`config.mk`:
```
export PLATFORM = sky130hd
export DESIGN_NAME = ram_port_arbiter_flat
export DESIGN_NICKNAME = d
export VERILOG_FILES = /design/src/rtl/ram_port_arbiter_if.sv /design/src/rtl/ram_port_arbiter.sv /design/src/flat_wrapper.sv
export SDC_FILE = /design/constraint.sdc
export NUM_CORES = 1
export LEC_CHECK = 0
export CORE_AREA = 5 5 209 211
export DETAILED_ROUTE_END_ITERATION = 16
export DIE_AREA = 0 0 214 216
export SLEW_MARGIN = 20
export SYNTH_ARGS = -nofsm -noshare
export SYNTH_HDL_FRONTEND = slang
export SYNTH_SLANG_ARGS = --single-unit
```
`constraint.sdc`:
```
create_clock -name clock -period 2.3 [get_ports clock]
set_input_delay 0.46 -clock clock [delete_from_list [all_inputs] [get_ports clock]]
set_output_delay 0.46 -clock clock [all_outputs]
set_load 0.005 [all_outputs]
```
`src/rtl/ram_port_arbiter_if.sv`:
```
// Bundle of the IF/LS requester handshakes and the core-side RAM port seen by ram_port_arbiter.
// slave is the arbiter's view; master is the environment's (requesters + RAM) view.
interface ram_port_arbiter_if #(
  parameter int ADDR_W = 64,
  parameter int DATA_W = 64
);
  logic                  if_req_valid_i;
  logic                  if_req_ready_o;
  logic [ADDR_W-1:0]     if_addr_i;
  logic [2:0]            if_size_i;
  logic                  if_rsp_valid_o;
  logic [DATA_W-1:0]     if_rsp_data_o;
  logic                  if_rsp_err_o;

  logic                  ls_req_valid_i;
  logic                  ls_req_ready_o;
  logic                  ls_we_i;
  logic [ADDR_W-1:0]     ls_addr_i;
  logic [DATA_W-1:0]     ls_wdata_i;
  logic [DATA_W/8-1:0]   ls_wmask_i;
  logic [2:0]            ls_size_i;
  logic                  ls_rsp_valid_o;
  logic [DATA_W-1:0]     ls_rsp_data_o;
  logic                  ls_rsp_err_o;

  logic                  ram_cen_o;
  logic                  ram_wen_o;
  logic [ADDR_W-1:0]     ram_addr_o;
  logic [DATA_W-1:0]     ram_wdata_o;
  logic [DATA_W/8-1:0]   ram_wmask_o;
  logic [2:0]            ram_size_o;
  logic                  ram_ready_i;
  logic [DATA_W-1:0]     ram_rdata_i;

  modport slave (
    input  if_req_valid_i, if_addr_i, if_size_i,
    input  ls_req_valid_i, ls_we_i, ls_addr_i, ls_wdata_i, ls_wmask_i, ls_size_i,
    input  ram_ready_i, ram_rdata_i,
    output if_req_ready_o, if_rsp_valid_o, if_rsp_data_o, if_rsp_err_o,
    output ls_req_ready_o, ls_rsp_valid_o, ls_rsp_data_o, ls_rsp_err_o,
    output ram_cen_o, ram_wen_o, ram_addr_o, ram_wdata_o, ram_wmask_o, ram_size_o
  );

  modport master (
    output if_req_valid_i, if_addr_i, if_size_i,
    output ls_req_valid_i, ls_we_i, ls_addr_i, ls_wdata_i, ls_wmask_i, ls_size_i,
    output ram_ready_i, ram_rdata_i,
    input  if_req_ready_o, if_rsp_valid_o, if_rsp_data_o, if_rsp_err_o,
    input  ls_req_ready_o, ls_rsp_valid_o, ls_rsp_data_o, ls_rsp_err_o,
    input  ram_cen_o, ram_wen_o, ram_addr_o, ram_wdata_o, ram_wmask_o, ram_size_o
  );
endinterface

```
`src/rtl/ram_port_arbiter.sv`:
```
// Round-robin arbiter sharing one RAM port between instruction fetch (IF) and load/store (LS).
// Each access: one-cycle enable pulse, bounded wait for ready, one-cycle registered response.
module ram_port_arbiter #(
  parameter int ADDR_W  = 64,
  parameter int DATA_W  = 64,
  parameter int TIMEOUT = 16
) (
  input logic               clock,
  input logic               reset,
  ram_port_arbiter_if.slave bus
);
  localparam int         MASK_W   = DATA_W / 8;
  localparam logic [7:0] CNT_LAST = 8'(TIMEOUT - 1);

  typedef enum logic [1:0] {
    IDLE  = 2'd0,
    ISSUE = 2'd1,
    WAIT  = 2'd2
  } state_t;

  state_t              state_r;
  state_t              state_nxt_s;
  logic                prio_ls_r;
  logic                owner_ls_r;
  logic                owner_we_r;
  logic [7:0]          cnt_r;
  logic [7:0]          cnt_nxt_s;
  logic                grant_if_s;
  logic                grant_ls_s;
  logic                done_s;
  logic                timeout_s;

  logic                ram_cen_r;
  logic                ram_wen_r;
  logic [ADDR_W-1:0]   ram_addr_r;
  logic [DATA_W-1:0]   ram_wdata_r;
  logic [MASK_W-1:0]   ram_wmask_r;
  logic [2:0]          ram_size_r;

  logic                if_rsp_valid_r;
  logic [DATA_W-1:0]   if_rsp_data_r;
  logic                if_rsp_err_r;
  logic                ls_rsp_valid_r;
  logic [DATA_W-1:0]   ls_rsp_data_r;
  logic                ls_rsp_err_r;

  // Arbitration, next state and wait-counter; grants are suppressed while reset is held.
  always_comb begin
    state_nxt_s = state_r;
    cnt_nxt_s   = cnt_r;
    grant_if_s  = 1'b0;
    grant_ls_s  = 1'b0;
    done_s      = 1'b0;
    timeout_s   = 1'b0;
    case (state_r)
      IDLE: begin
        cnt_nxt_s = 8'd0;
        if (!reset && bus.ls_req_valid_i && (prio_ls_r || !bus.if_req_valid_i)) begin
          grant_ls_s  = 1'b1;
          state_nxt_s = ISSUE;
        end else if (!reset && bus.if_req_valid_i) begin
          grant_if_s  = 1'b1;
          state_nxt_s = ISSUE;
        end else begin
          state_nxt_s = IDLE;
        end
      end
      ISSUE: begin
        cnt_nxt_s = 8'd0;
        if (bus.ram_ready_i) begin
          done_s      = 1'b1;
          state_nxt_s = IDLE;
        end else begin
          state_nxt_s = WAIT;
        end
      end
      WAIT: begin
        cnt_nxt_s = cnt_r + 8'd1;
        if (bus.ram_ready_i) begin
          done_s      = 1'b1;
          state_nxt_s = IDLE;
        end else if (cnt_nxt_s == CNT_LAST) begin
          timeout_s   = 1'b1;
          state_nxt_s = IDLE;
        end else begin
          state_nxt_s = WAIT;
        end
      end
      default: begin
        state_nxt_s = IDLE;
      end
    endcase
  end

  // State, counter, ownership and round-robin priority.
  always_ff @(posedge clock) begin
    if (reset) begin
      state_r    <= IDLE;
      cnt_r      <= 8'd0;
      prio_ls_r  <= 1'b1;
      owner_ls_r <= 1'b0;
      owner_we_r <= 1'b0;
    end else begin
      state_r <= state_nxt_s;
      cnt_r   <= cnt_nxt_s;
      if (grant_if_s) begin
        owner_ls_r <= 1'b0;
        owner_we_r <= 1'b0;
        prio_ls_r  <= 1'b1;
      end else if (grant_ls_s) begin
        owner_ls_r <= 1'b1;
        owner_we_r <= bus.ls_we_i;
        prio_ls_r  <= 1'b0;
      end else begin
        owner_ls_r <= owner_ls_r;
        owner_we_r <= owner_we_r;
        prio_ls_r  <= prio_ls_r;
      end
    end
  end

  // RAM request registers; enable and write-enable live only for the ISSUE cycle.
  always_ff @(posedge clock) begin
    if (reset) begin
      ram_cen_r   <= 1'b0;
      ram_wen_r   <= 1'b0;
      ram_addr_r  <= {ADDR_W{1'b0}};
      ram_wdata_r <= {DATA_W{1'b0}};
      ram_wmask_r <= {MASK_W{1'b0}};
      ram_size_r  <= 3'd0;
    end else if (grant_ls_s) begin
      ram_cen_r   <= 1'b1;
      ram_wen_r   <= bus.ls_we_i;
      ram_addr_r  <= bus.ls_addr_i;
      ram_wdata_r <= bus.ls_we_i ? bus.ls_wdata_i : {DATA_W{1'b0}};
      ram_wmask_r <= bus.ls_we_i ? bus.ls_wmask_i : {MASK_W{1'b0}};
      ram_size_r  <= bus.ls_size_i;
    end else if (grant_if_s) begin
      ram_cen_r   <= 1'b1;
      ram_wen_r   <= 1'b0;
      ram_addr_r  <= bus.if_addr_i;
      ram_wdata_r <= {DATA_W{1'b0}};
      ram_wmask_r <= {MASK_W{1'b0}};
      ram_size_r  <= bus.if_size_i;
    end else begin
      ram_cen_r   <= 1'b0;
      ram_wen_r   <= 1'b0;
    end
  end

  // Responses: owner's valid pulses once; data/err hold until that owner's next completion.
  always_ff @(posedge clock) begin
    if (reset) begin
      if_rsp_valid_r <= 1'b0;
      if_rsp_data_r  <= {DATA_W{1'b0}};
      if_rsp_err_r   <= 1'b0;
      ls_rsp_valid_r <= 1'b0;
      ls_rsp_data_r  <= {DATA_W{1'b0}};
      ls_rsp_err_r   <= 1'b0;
    end else if ((done_s || timeout_s) && owner_ls_r) begin
      if_rsp_valid_r <= 1'b0;
      ls_rsp_valid_r <= 1'b1;
      ls_rsp_err_r   <= timeout_s;
      ls_rsp_data_r  <= (timeout_s || owner_we_r) ? {DATA_W{1'b0}} : bus.ram_rdata_i;
    end else if (done_s || timeout_s) begin
      ls_rsp_valid_r <= 1'b0;
      if_rsp_valid_r <= 1'b1;
      if_rsp_err_r   <= timeout_s;
      if_rsp_data_r  <= timeout_s ? {DATA_W{1'b0}} : bus.ram_rdata_i;
    end else begin
      if_rsp_valid_r <= 1'b0;
      ls_rsp_valid_r <= 1'b0;
    end
  end

  assign bus.if_req_ready_o = grant_if_s;
  assign bus.ls_req_ready_o = grant_ls_s;
  assign bus.ram_cen_o      = ram_cen_r;
  assign bus.ram_wen_o      = ram_wen_r;
  assign bus.ram_addr_o     = ram_addr_r;
  assign bus.ram_wdata_o    = ram_wdata_r;
  assign bus.ram_wmask_o    = ram_wmask_r;
  assign bus.ram_size_o     = ram_size_r;
  assign bus.if_rsp_valid_o = if_rsp_valid_r;
  assign bus.if_rsp_data_o  = if_rsp_data_r;
  assign bus.if_rsp_err_o   = if_rsp_err_r;
  assign bus.ls_rsp_valid_o = ls_rsp_valid_r;
  assign bus.ls_rsp_data_o  = ls_rsp_data_r;
  assign bus.ls_rsp_err_o   = ls_rsp_err_r;
endmodule

```
`src/flat_wrapper.sv`:
```
// flat-port wrapper written by rule: the top's interface ports become plain ports
module ram_port_arbiter_flat 
#(
  parameter int ADDR_W  = 64,
  parameter int DATA_W  = 64,
  parameter int TIMEOUT = 16
)
  (clock, reset, bus_if_req_valid_i, bus_if_addr_i, bus_if_size_i, bus_ls_req_valid_i, bus_ls_we_i, bus_ls_addr_i, bus_ls_wdata_i, bus_ls_wmask_i, bus_ls_size_i, bus_ram_ready_i, bus_ram_rdata_i, bus_if_req_ready_o, bus_if_rsp_valid_o, bus_if_rsp_data_o, bus_if_rsp_err_o, bus_ls_req_ready_o, bus_ls_rsp_valid_o, bus_ls_rsp_data_o, bus_ls_rsp_err_o, bus_ram_cen_o, bus_ram_wen_o, bus_ram_addr_o, bus_ram_wdata_o, bus_ram_wmask_o, bus_ram_size_o);
  ram_port_arbiter_if #(.ADDR_W(ADDR_W), .DATA_W(DATA_W)) bus_i ();
  input logic clock;
  input logic reset;
  input wire logic [$bits(bus_i.if_req_valid_i)-1:0] bus_if_req_valid_i;
  input wire logic [$bits(bus_i.if_addr_i)-1:0] bus_if_addr_i;
  input wire logic [$bits(bus_i.if_size_i)-1:0] bus_if_size_i;
  input wire logic [$bits(bus_i.ls_req_valid_i)-1:0] bus_ls_req_valid_i;
  input wire logic [$bits(bus_i.ls_we_i)-1:0] bus_ls_we_i;
  input wire logic [$bits(bus_i.ls_addr_i)-1:0] bus_ls_addr_i;
  input wire logic [$bits(bus_i.ls_wdata_i)-1:0] bus_ls_wdata_i;
  input wire logic [$bits(bus_i.ls_wmask_i)-1:0] bus_ls_wmask_i;
  input wire logic [$bits(bus_i.ls_size_i)-1:0] bus_ls_size_i;
  input wire logic [$bits(bus_i.ram_ready_i)-1:0] bus_ram_ready_i;
  input wire logic [$bits(bus_i.ram_rdata_i)-1:0] bus_ram_rdata_i;
  output wire logic [$bits(bus_i.if_req_ready_o)-1:0] bus_if_req_ready_o;
  output wire logic [$bits(bus_i.if_rsp_valid_o)-1:0] bus_if_rsp_valid_o;
  output wire logic [$bits(bus_i.if_rsp_data_o)-1:0] bus_if_rsp_data_o;
  output wire logic [$bits(bus_i.if_rsp_err_o)-1:0] bus_if_rsp_err_o;
  output wire logic [$bits(bus_i.ls_req_ready_o)-1:0] bus_ls_req_ready_o;
  output wire logic [$bits(bus_i.ls_rsp_valid_o)-1:0] bus_ls_rsp_valid_o;
  output wire logic [$bits(bus_i.ls_rsp_data_o)-1:0] bus_ls_rsp_data_o;
  output wire logic [$bits(bus_i.ls_rsp_err_o)-1:0] bus_ls_rsp_err_o;
  output wire logic [$bits(bus_i.ram_cen_o)-1:0] bus_ram_cen_o;
  output wire logic [$bits(bus_i.ram_wen_o)-1:0] bus_ram_wen_o;
  output wire logic [$bits(bus_i.ram_addr_o)-1:0] bus_ram_addr_o;
  output wire logic [$bits(bus_i.ram_wdata_o)-1:0] bus_ram_wdata_o;
  output wire logic [$bits(bus_i.ram_wmask_o)-1:0] bus_ram_wmask_o;
  output wire logic [$bits(bus_i.ram_size_o)-1:0] bus_ram_size_o;
  assign bus_i.if_req_valid_i = bus_if_req_valid_i;
  assign bus_i.if_addr_i = bus_if_addr_i;
  assign bus_i.if_size_i = bus_if_size_i;
  assign bus_i.ls_req_valid_i = bus_ls_req_valid_i;
  assign bus_i.ls_we_i = bus_ls_we_i;
  assign bus_i.ls_addr_i = bus_ls_addr_i;
  assign bus_i.ls_wdata_i = bus_ls_wdata_i;
  assign bus_i.ls_wmask_i = bus_ls_wmask_i;
  assign bus_i.ls_size_i = bus_ls_size_i;
  assign bus_i.ram_ready_i = bus_ram_ready_i;
  assign bus_i.ram_rdata_i = bus_ram_rdata_i;
  assign bus_if_req_ready_o = bus_i.if_req_ready_o;
  assign bus_if_rsp_valid_o = bus_i.if_rsp_valid_o;
  assign bus_if_rsp_data_o = bus_i.if_rsp_data_o;
  assign bus_if_rsp_err_o = bus_i.if_rsp_err_o;
  assign bus_ls_req_ready_o = bus_i.ls_req_ready_o;
  assign bus_ls_rsp_valid_o = bus_i.ls_rsp_valid_o;
  assign bus_ls_rsp_data_o = bus_i.ls_rsp_data_o;
  assign bus_ls_rsp_err_o = bus_i.ls_rsp_err_o;
  assign bus_ram_cen_o = bus_i.ram_cen_o;
  assign bus_ram_wen_o = bus_i.ram_wen_o;
  assign bus_ram_addr_o = bus_i.ram_addr_o;
  assign bus_ram_wdata_o = bus_i.ram_wdata_o;
  assign bus_ram_wmask_o = bus_i.ram_wmask_o;
  assign bus_ram_size_o = bus_i.ram_size_o;
  ram_port_arbiter #(.ADDR_W(ADDR_W), .DATA_W(DATA_W), .TIMEOUT(TIMEOUT)) u_core (.clock(clock), .reset(reset), .bus(bus_i));
endmodule
```
==> results.sh <==
export IMPL_status="finished, final reports clean"
export IMPL_synthesis_instances=1622
export IMPL_clock_skew_ns=0.01635
export IMPL_crit_chain="inv_1 -> ha_2 -> nor2b_4 -> buf_4 -> nand2_2 -> a21oi_1 -> buf_2"
export IMPL_hold_violations=0
export IMPL_crit_path_end_kind="output pin"
export IMPL_clk_pin_slew_ns=0.06
export IMPL_coreArea_um2=41570
export IMPL_crit_fanout=3
export IMPL_avgRoutedWirePerCell_um=21.61
export IMPL_slowest_stage="dfxtp_1"
export IMPL_setup_viol=0
export IMPL_n_fill_cell=3873
export IMPL_ys_async_sr_fraction=0
export IMPL_clock_latency_ns=0.54
export IMPL_clock_fmax_mhz=452.7
export IMPL_io_pins=551
export IMPL_synth_top_area_share=0.4281
export IMPL_avgSynthCellArea_um2=8.246
export IMPL_synth_seq_cells=286
export IMPL_syn_area_um2=13380
export IMPL_period_share=0.9604
export IMPL_hold_buffers=0
export IMPL_place_area_um2=19550
export IMPL_cp_data_arrival_time_ns=1.75
export IMPL_yosysWarnings=0
export IMPL_slew_viol_final=0
export IMPL_dr_total_vias=14560
export IMPL_synth_net_count=1904
export IMPL_fin_cells=2656
export IMPL_yosys_area_top_type="dfxtp_1"
export IMPL_critPathRequiredTime_ns=1.84
export IMPL_holdWs_ns=0.4406
export IMPL_cts_root_buf="clkbuf_16"
export IMPL_yosysUniqueCellTypes=47
export IMPL_yosysMostFrequentCell="dfxtp_1"
export IMPL_grt_max_degree=129
export IMPL_ant_nets=0
export IMPL_final_nets=2372
export IMPL_cts_tree="built"
export IMPL_drive_above_1_share=0.07102
export IMPL_slew_headroom=0.4755
export IMPL_synth_edf_count=0
export IMPL_drc=0
export IMPL_synthTopCellsByArea="dfxtp_1 43%, a21oi_1 9.7%, a211oi_1 6.8%"
export IMPL_die_h_um=216
export IMPL_grt_ovfl_total=0
export IMPL_hold_class="in -> reg"
export IMPL_grt_pass1_wl_um=87130
export IMPL_io_buffers=550
export IMPL_final_area_um2=20700
export IMPL_fp_dieArea_um2=46220
export IMPL_critPathMaxStageDelay_ns=0.33
export IMPL_path_class="reg -> out"
export IMPL_vdd_drop_max_v=0.0004117
export IMPL_grt_antenna_before_repair=11
export IMPL_grt_pass1_vias=14350
export IMPL_cellLeakagePower_uw=0.007271
export IMPL_place_ws_ns=-0.02793
export IMPL_fin_crit_ns=2.209
export IMPL_fin_ws_ns=0.09105
export IMPL_track_usage=0.2329
export IMPL_drt_iter0_markers=1246
export IMPL_first_pass_iters=5
export IMPL_cp_start_kind="flop"
export IMPL_drt_wl_total_um=57390
export IMPL_power_density_nw_per_um2=644.2
export IMPL_synth_main_ff_cell="dfxtp_1"
export IMPL_max_cap_violations=0
export IMPL_clockBufferDepth=3
export IMPL_place_congestion=0.8295
export IMPL_vias_per_cell=5.482
export IMPL_ys_seq_area_frac=0.4281
export IMPL_fp_dieW_um=214
export IMPL_rows=75
export IMPL_start_util=0.3217
export IMPL_dp_hpwl_um=39680
export IMPL_dpl_cell_count=2588
export IMPL_cts_buffers=35
export IMPL_cts_max_level=2
export IMPL_worst_pin_slew_ns=0.7868
export IMPL_area_delta_synth_final_pct=54.79
export IMPL_synth_common_cells="286 x dfxtp_1, 260 x a21oi_1, 151 x nor2_1"
export IMPL_cts_sinks=286
-- path summary, 6_finish.rpt --
check                                startpoint                                      to  slack [ns]  cells after the start
hold / removal                            reset            u_core.cnt_r[3]$_SDFFE_PP0P_        0.44                      3
setup reg to reg   u_core.state_r[1]$_SDFF_PP0_  u_core.bus.ram_addr_o[25]$_SDFFE_PP0P_        0.17                      9
setup / recovery   u_core.state_r[1]$_SDFF_PP0_                      bus_if_req_ready_o        0.09                      7
hold reg to reg   u_core.prio_ls_r$_SDFFE_PP1P_           u_core.prio_ls_r$_SDFFE_PP1P_        0.47                      2
-- through the flow --
step	TNS [ns]	total power, uW	util
after floorplan	0	6388	-
after global placement	-0.04927	7891	0.4702
after detailed placement	-0.04906	7927	0.4702
after CTS	0	13510	0.4975
after global routing	-0.008346	13910	0.4979
final	0	13340	0.4980
-- logic make-up (layout without fill, tap and decap cells) --
logic type	Yosys count	count (layout)	share of synthesized area
AND/OR/NAND/NOR	323	323	0.1046
buffers and inverters	317	807	0.1029
adder cells (fa/ha/maj)	6	6	0.005613
other	0	5	0
flip-flops	286	286	0.4281
AO/OA/AOI/OAI	690	690	0.3588
-- critical path: cells and delay by family (launching register included) --
family                     cells  cell delay, ns
adders and majority gates      1            0.18
AOI/OAI and AO/OA              1            0.11
buffers and inverters          3            0.36
DFF                            1            0.33
and+or+nand+nor                2            0.23
-- sequential cells by signal (all words and copies together), names as in the netlist, 2 cells and up --
signal,flops
u_core.bus.ram_wmask_o,8
u_core.bus.ls_rsp_data_o,64
u_core.cnt_r,8
u_core.bus.ram_addr_o,64
u_core.bus.ram_size_o,3
u_core.state_r,2
u_core.bus.ram_wdata_o,64
u_core.bus.if_rsp_data_o,64
-- cell type report --
type	count	area, um2	share of cell area
multi-input combinational	1019	6366	0.3075
sequential	286	5727	0.2766
timing repair buffer	612	6295	0.3040
antenna	5	12.51	0.0006043
clock buffer	49	999.7	0.04829
tap	539	674.4	0.03257
inverter	136	510.5	0.02466
clock inverter	10	118.9	0.005741
-- power by group --
group / total, uW / leakage [uW] / switching, uW / internal (uW)
combinational: 2350 / 0.00439 / 1040 / 1310
clock: 5500 / 0.000552 / 2240 / 3260
sequential: 5480 / 0.00233 / 213 / 5270
total: 13300 / 0.00727 / 3490 / 9840
-- repair_timing --
| action | in CTS | in global routing |
|---|---|---|
| gates resized for setup | 6 | 4 |
| endpoints found under the setup margin | 2 | 51 |
| pin swaps | 1 | 0 |
| buffers inserted | 3 | 1 |
-- metal layers --
metal  part of all wire  global-route usage
met2               0.47              0.3788
met4              0.033             0.07773
met1               0.40              0.2835
met3              0.093             0.09179
met5            0.00082                   0
-- layout by cell type (no fill, tap or decap), types with 6 or more instances in the layout --
cell type / synthesis / final
clkdlybuf4s50_1: 0 / 546
dfxtp_1: 286 / 285
a21oi_1: 260 / 259
nor2_1: 151 / 151
inv_1: 136 / 135
a211oi_1: 122 / 122
a22oi_1: 72 / 72
nand2_1: 72 / 71
nand3_1: 69 / 68
a311oi_1: 67 / 67
a22o_1: 64 / 64
o32ai_1: 64 / 64
clkbuf_16: 0 / 36
buf_4: 1 / 35
buf_12: 0 / 27
o21ai_0: 10 / 9
a21oi_2: 9 / 9
clkbuf_1: 93 / 8
a211oi_2: 6 / 6
Power figures use the tool's default switching activity.
